File: config.mk
export PLATFORM = sky130hd
export DESIGN_NAME = spi_peripheral
export DESIGN_NICKNAME = d
export VERILOG_FILES = /design/src/rtl/spi_periph_pkg.sv /design/src/rtl/spi_peripheral_sync_edge.sv /design/src/rtl/spi_peripheral.sv
export SDC_FILE = /design/constraint.sdc
export NUM_CORES = 1
export LEC_CHECK = 0
export ABC_CLOCK_PERIOD_IN_PS = 2600
export CAP_MARGIN = 20
export CORE_AREA = 5 5 98 100
export CTS_CLUSTER_DIAMETER = 50
export CTS_CLUSTER_SIZE = 14
export DETAILED_ROUTE_END_ITERATION = 16
export DIE_AREA = 0 0 103 105
export PLACE_DENSITY_LB_ADDON = 0.3
export SETUP_SLACK_MARGIN = 0.1
export SLEW_MARGIN = 20
export SYNTH_ARGS = -nofsm -noshare
export SYNTH_HDL_FRONTEND = slang
export SYNTH_HIERARCHICAL = 1
export SYNTH_SLANG_ARGS = --single-unit
File: constraint.sdc
create_clock -name clk -period 2.6 [get_ports clk]
set_clock_uncertainty 0.15 [all_clocks]
set_input_delay 0.26 -clock clk [delete_from_list [all_inputs] [get_ports clk]]
set_output_delay 0.26 -clock clk [all_outputs]
set_load 0.1 [all_outputs]
File: src/rtl/spi_periph_pkg.sv
// -----------------------------------------------------------------------------
// spi_periph_pkg
// Shared constants and types for the SPI write-only peripheral.
//   ADDR_*      : register addresses decoded from frame bits [14:8]
//   FRAME_BITS  : number of SCLK bits in a valid write frame
//   state_t     : frame FSM states
// -----------------------------------------------------------------------------
package spi_periph_pkg;

    localparam int FRAME_BITS = 16;

    localparam logic [6:0] ADDR_EN_OUT_7_0  = 7'h00;
    localparam logic [6:0] ADDR_EN_OUT_15_8 = 7'h01;
    localparam logic [6:0] ADDR_EN_PWM_7_0  = 7'h02;
    localparam logic [6:0] ADDR_EN_PWM_15_8 = 7'h03;
    localparam logic [6:0] ADDR_PWM_DUTY    = 7'h04;

    typedef enum logic [1:0] {
        IDLE   = 2'd0,
        SHIFT  = 2'd1,
        COMMIT = 2'd2
    } state_t;

endpackage

File: src/rtl/spi_peripheral_sync_edge.sv
// -----------------------------------------------------------------------------
// sync_edge
// Brings one asynchronous pin into the clk domain through SYNC_STAGES flops,
// then one more flop used only to detect edges of the synchronised level.
// Ports:
//   clk      in  system clock
//   rst_n    in  async active-low reset
//   async_in in  asynchronous pin
//   sync_out out synchronised level
//   rise     out one-cycle pulse on synchronised 0->1
//   fall     out one-cycle pulse on synchronised 1->0
// -----------------------------------------------------------------------------
module sync_edge #(
    parameter int SYNC_STAGES = 2
) (
    input  logic clk,
    input  logic rst_n,
    input  logic async_in,
    output logic sync_out,
    output logic rise,
    output logic fall
);

    logic [SYNC_STAGES-1:0] r_sync;
    logic                   r_prev;

    always_ff @(posedge clk or negedge rst_n) begin
        if (!rst_n) begin
            r_sync <= '0;
            r_prev <= 1'b0;
        end else begin
            r_sync <= {r_sync[SYNC_STAGES-2:0], async_in};
            r_prev <= r_sync[SYNC_STAGES-1];
        end
    end

    assign sync_out = r_sync[SYNC_STAGES-1];
    assign rise     = r_sync[SYNC_STAGES-1] & ~r_prev;
    assign fall     = ~r_sync[SYNC_STAGES-1] & r_prev;

endmodule

File: src/rtl/spi_peripheral.sv
// -----------------------------------------------------------------------------
// spi_peripheral
// SPI mode-0 write-only peripheral. 16-bit frames, MSB first:
// [15]=R/W (1=write), [14:8]=address, [7:0]=data. Valid writes land in one of
// five 8-bit control registers; everything else is silently dropped.
// Ports:
//   clk, rst_n        system clock, async active-low reset
//   sclk, copi, ncs   asynchronous SPI pins
//   en_reg_out_7_0    reg 0x00
//   en_reg_out_15_8   reg 0x01
//   en_reg_pwm_7_0    reg 0x02
//   en_reg_pwm_15_8   reg 0x03
//   pwm_duty_cycle    reg 0x04
//   wr_strobe         one-cycle pulse on each committed write
//
// state  | meaning
// IDLE   | waiting for chip select to fall
// SHIFT  | collecting bits on each synchronised sclk rise
// COMMIT | one cycle; decode frame and write if valid
// -----------------------------------------------------------------------------
module spi_peripheral
    import spi_periph_pkg::state_t;
    import spi_periph_pkg::IDLE;
    import spi_periph_pkg::SHIFT;
    import spi_periph_pkg::COMMIT;
    import spi_periph_pkg::ADDR_EN_OUT_7_0;
    import spi_periph_pkg::ADDR_EN_OUT_15_8;
    import spi_periph_pkg::ADDR_EN_PWM_7_0;
    import spi_periph_pkg::ADDR_EN_PWM_15_8;
    import spi_periph_pkg::ADDR_PWM_DUTY;
#(
    parameter int SYNC_STAGES = 2,
    parameter int FRAME_BITS  = spi_periph_pkg::FRAME_BITS,
    parameter int NUM_REGS    = 5
) (
    input  logic       clk,
    input  logic       rst_n,
    input  logic       sclk,
    input  logic       copi,
    input  logic       ncs,
    output logic [7:0] en_reg_out_7_0,
    output logic [7:0] en_reg_out_15_8,
    output logic [7:0] en_reg_pwm_7_0,
    output logic [7:0] en_reg_pwm_15_8,
    output logic [7:0] pwm_duty_cycle,
    output logic       wr_strobe
);

    // Count must reach FRAME_BITS+1 to flag an over-length frame.
    localparam int CNT_W = $clog2(FRAME_BITS + 2);

    logic w_sclk_rise, w_copi, w_ncs_rise, w_ncs_fall;
    logic w_unused_sclk_sync, w_unused_sclk_fall;
    logic w_unused_copi_rise, w_unused_copi_fall, w_unused_ncs_sync;
    logic w_unused;

    sync_edge #(.SYNC_STAGES(SYNC_STAGES)) u_sync_sclk (
        .clk      (clk),
        .rst_n    (rst_n),
        .async_in (sclk),
        .sync_out (w_unused_sclk_sync),
        .rise     (w_sclk_rise),
        .fall     (w_unused_sclk_fall)
    );

    sync_edge #(.SYNC_STAGES(SYNC_STAGES)) u_sync_copi (
        .clk      (clk),
        .rst_n    (rst_n),
        .async_in (copi),
        .sync_out (w_copi),
        .rise     (w_unused_copi_rise),
        .fall     (w_unused_copi_fall)
    );

    sync_edge #(.SYNC_STAGES(SYNC_STAGES)) u_sync_ncs (
        .clk      (clk),
        .rst_n    (rst_n),
        .async_in (ncs),
        .sync_out (w_unused_ncs_sync),
        .rise     (w_ncs_rise),
        .fall     (w_ncs_fall)
    );

    assign w_unused = &{w_unused_sclk_sync, w_unused_sclk_fall,
                        w_unused_copi_rise, w_unused_copi_fall, w_unused_ncs_sync};

    state_t                  r_state, w_state_nxt;
    logic [CNT_W-1:0]        r_count;
    logic [FRAME_BITS-1:0]   r_shift;
    logic [7:0]              r_regs [NUM_REGS];
    logic                    w_clear, w_shift_en, w_commit, w_wr_valid;
    logic [6:0]              w_addr;
    logic [7:0]              w_data;

    always_ff @(posedge clk or negedge rst_n) begin
        if (!rst_n) begin
            r_state <= IDLE;
        end else begin
            r_state <= w_state_nxt;
        end
    end

    always_comb begin
        w_state_nxt = r_state;
        w_clear     = 1'b0;
        w_shift_en  = 1'b0;
        w_commit    = 1'b0;
        unique case (r_state)
            IDLE: begin
                if (w_ncs_fall) begin
                    w_state_nxt = SHIFT;
                    w_clear     = 1'b1;
                end
            end
            SHIFT: begin
                // A chip-select glitch restarts the frame; a rising ncs wins
                // over a coincident sclk edge.
                if (w_ncs_fall) begin
                    w_clear = 1'b1;
                end else if (w_ncs_rise) begin
                    w_state_nxt = COMMIT;
                end else if (w_sclk_rise) begin
                    w_shift_en = 1'b1;
                end
            end
            COMMIT: begin
                w_commit    = 1'b1;
                w_state_nxt = IDLE;
            end
            default: w_state_nxt = IDLE;
        endcase
    end

    always_ff @(posedge clk or negedge rst_n) begin
        if (!rst_n) begin
            r_count <= '0;
            r_shift <= '0;
        end else if (w_clear) begin
            r_count <= '0;
            r_shift <= '0;
        end else if (w_shift_en) begin
            r_shift <= {r_shift[FRAME_BITS-2:0], w_copi};
            if (r_count != CNT_W'(FRAME_BITS + 1)) begin
                r_count <= r_count + CNT_W'(1);
            end
        end
    end

    assign w_addr     = r_shift[14:8];
    assign w_data     = r_shift[7:0];
    assign w_wr_valid = w_commit && (r_count == CNT_W'(FRAME_BITS))
                        && r_shift[FRAME_BITS-1] && (w_addr < 7'(NUM_REGS));

    always_ff @(posedge clk or negedge rst_n) begin
        if (!rst_n) begin
            for (int i = 0; i < NUM_REGS; i++) begin
                r_regs[i] <= 8'h00;
            end
        end else if (w_wr_valid) begin
            for (int i = 0; i < NUM_REGS; i++) begin
                if (w_addr == 7'(i)) begin
                    r_regs[i] <= w_data;
                end
            end
        end
    end

    assign wr_strobe       = w_wr_valid;
    assign en_reg_out_7_0  = r_regs[ADDR_EN_OUT_7_0];
    assign en_reg_out_15_8 = r_regs[ADDR_EN_OUT_15_8];
    assign en_reg_pwm_7_0  = r_regs[ADDR_EN_PWM_7_0];
    assign en_reg_pwm_15_8 = r_regs[ADDR_EN_PWM_15_8];
    assign pwm_duty_cycle  = r_regs[ADDR_PWM_DUTY];

endmodule

==> results.sh <==
export IMPL_hpwl_mm=4.034
export IMPL_wl_mm=5.785
export IMPL_dieArea_um2=10820
export IMPL_finalMaxSlewViolations=0
export IMPL_fp_dieW_um=103
export IMPL_worstPathCellList="nor4b_4, and4_2, buf_12"
export IMPL_cp_max_fo=6
export IMPL_yosysWarningCount=6
export IMPL_fillers=809
export IMPL_gp_congestion=0.7144
export IMPL_grt_ovfl_total=0
export IMPL_clk_pin_slew_worst_paths_ns=0.07
export IMPL_p_total_mw=2.110
export IMPL_p_sw_share_pct=23.11
export IMPL_synth_fp_nets=225
export IMPL_maxCapViolCount=0
export IMPL_finalSetupViolations=0
export IMPL_clock_latency_ns=0.34
export IMPL_hold_viol_final=0
export IMPL_slew_headroom_pct=56.22
export IMPL_tns_ns=0
export IMPL_initial_core_util_pct=33.42
export IMPL_cp_start_kind="register"
export IMPL_grt_pass1_vias=1882
export IMPL_crit_required_ns=2.19
export IMPL_fin_nets=281
export IMPL_port_buffers=45
export IMPL_drtIter0Drc=87
export IMPL_cts_tree="built"
export IMPL_syn_cell_area_um2=2872
export IMPL_ant_nets=0
export IMPL_diodes=0
export IMPL_cp_num_buf_inv=1
export IMPL_power_leakage_nw=1.801
export IMPL_wl_per_cell_um=14.99
export IMPL_area_delta_synth_final_pct=25.40
export IMPL_grt_pass1_wl_mm=9.618
export IMPL_vias_per_cell=4.816
export IMPL_crit_type="reg -> out"
export IMPL_power_switching_mw=0.4877
export IMPL_crit_family="simple AND/OR/NAND/NOR gates"
export IMPL_cpPeakStageDelay_ns=0.52
export IMPL_clk_path_buf_depth=2
export IMPL_finalCritPeriodShare_pct=85.90
export IMPL_rsz0062_at_grt="false"
export IMPL_drc_errors=0
export IMPL_status="finished, final reports clean"
export IMPL_worstMarginPinSlew_ns=0.6567
export IMPL_io_pins=46
export IMPL_ir_drop_mv=0.2521
export IMPL_arrival_ns=1.82
export IMPL_synth_cells=217
export IMPL_synth_avg_cell_area_um2=13.23
export IMPL_via_count=1859
export IMPL_cts_max_level=3
export IMPL_p_clk_share_pct=42.3
export IMPL_mostFrequentLayoutCells="71 x dfrtp_1, 45 x buf_4, 40 x mux2_2, 34 x nand2_1, 20 x a21oi_1"
export IMPL_die_h_um=105
export IMPL_pwr_density_cell_nw_per_um2=586.0
export IMPL_min_path_type="reg -> reg"
export IMPL_cts_sinks=71
export IMPL_layout_commonest_cell="dfrtp_1"
export IMPL_p_int_mw=1.622
export IMPL_drtPass1Iterations=4
export IMPL_comb_power_share_pct=3.9
export IMPL_fin_crit_ns=2.233
export IMPL_crit_path_end_kind="primary output"
export IMPL_cts_buffers=9
export IMPL_antenna_found_initial=0
export IMPL_layout_drive_gt1_share_pct=41.01
export IMPL_max_freq_mhz=447.8
export IMPL_power_frac_seq_pct=53.8
export IMPL_globalRouteTotalUtil_pct=11.49
export IMPL_grt_max_degree=29
export IMPL_fp_row_count=34
export IMPL_crit_slowest_cell="nor4b_4"
export IMPL_cts_root_buffer="clkbuf_8"
export IMPL_coreArea_um2=8593
## worst paths after layout
kind | startpoint | end | slack [ns] | depth (start not counted)
max | r_state[0]$_DFFE_PN0P_ | wr_strobe | 0.37 | 3
min | u_sync_ncs/r_sync[0]$_DFF_PN0_ | u_sync_ncs/r_sync[1]$_DFF_PN0_ | 0.20 | 0
max reg2reg | r_state[0]$_DFFE_PN0P_ | en_reg_pwm_7_0[1]$_DFFE_PN0P_ | 0.57 | 3
min reg2reg | u_sync_ncs/r_sync[0]$_DFF_PN0_ | u_sync_ncs/r_sync[1]$_DFF_PN0_ | 0.20 | 0
max in group asynchronous | rst_n | en_reg_out_15_8[2]$_DFFE_PN0P_ | 1.33 | 3
min in group asynchronous | rst_n | en_reg_pwm_15_8[7]$_DFFE_PN0P_ | 0.34 | 2
## per-stage QoR
| stage | setup WS [ns] | area, µm² | utilization, % | std cells | hold slack (ns) |
|---|---|---|---|---|---|
| 2_1_floorplan | 0.6176 | 2872 | - | 217 | -0.1856 |
| 3_3_place_gp | 0.5952 | 3385 | 39.39 | 369 | 0.1778 |
| 3_5_place_dp | 0.5240 | 3385 | 39.39 | 369 | 0.1786 |
| 4_1_cts | 0.3252 | 3601 | 41.90 | 386 | 0.1836 |
| 5_1_grt | 0.2309 | 3601 | 41.90 | 386 | 0.1796 |
| 6_report | 0.3667 | 3601 | 41.90 | 386 | 0.2009 |
## timing repair
item                                   4_1_cts  5_1_grt
endpoints found under the hold margin       25        0
hold buffers                                 1        0
gates resized for setup                      0        0
setup buffers                                0        0
## power groups by stage
stage,Sequential (mW),Combinational (mW),Clock (mW)
floorplan,1.15,0.0394,0
global placement,1.16,0.0824,0
detailed placement,1.16,0.0838,0
CTS,1.14,0.0850,0.929
global route,1.14,0.0955,0.980
finish,1.14,0.0819,0.892
## layer usage
metal	global-route usage, %	share of wire (%)	vias to the layer above
li1	-	-	880
met1	14.76	45	922
met2	18.06	47	50
met3	4.064	6.8	7
met4	3.608	0.99	0
met5	0	0	-
## layout make-up
class	count	area (µm²)	share of cell area [%]
inverter	4	15.01	0.4170
timing repair buffer	52	422.9	11.74
clock inverter	6	68.82	1.911
multi-input combinational	135	1045	29.01
clock buffer	10	137.6	3.822
sequential	71	1777	49.34
tap	108	135.1	3.753
## worst register-to-register path, cell delays in order, from the launching register on
cell and delay (ns):
dfrtp_1 0.44, nor4b_4 0.52, nand4_2 0.41, mux2_2 0.40
## registers in the layout, summed over array words and instances (netlist names), 2 cells and up
name / flops
en_reg_out_15_8: 8
en_reg_out_7_0: 8
u_sync_ncs/r_sync: 2
u_sync_sclk/r_sync: 2
pwm_duty_cycle: 8
u_sync_copi/r_sync: 2
r_count: 5
en_reg_pwm_7_0: 8
en_reg_pwm_15_8: 8
r_shift: 16
r_state: 2
Note: power is estimated with default switching activity, not from simulation.
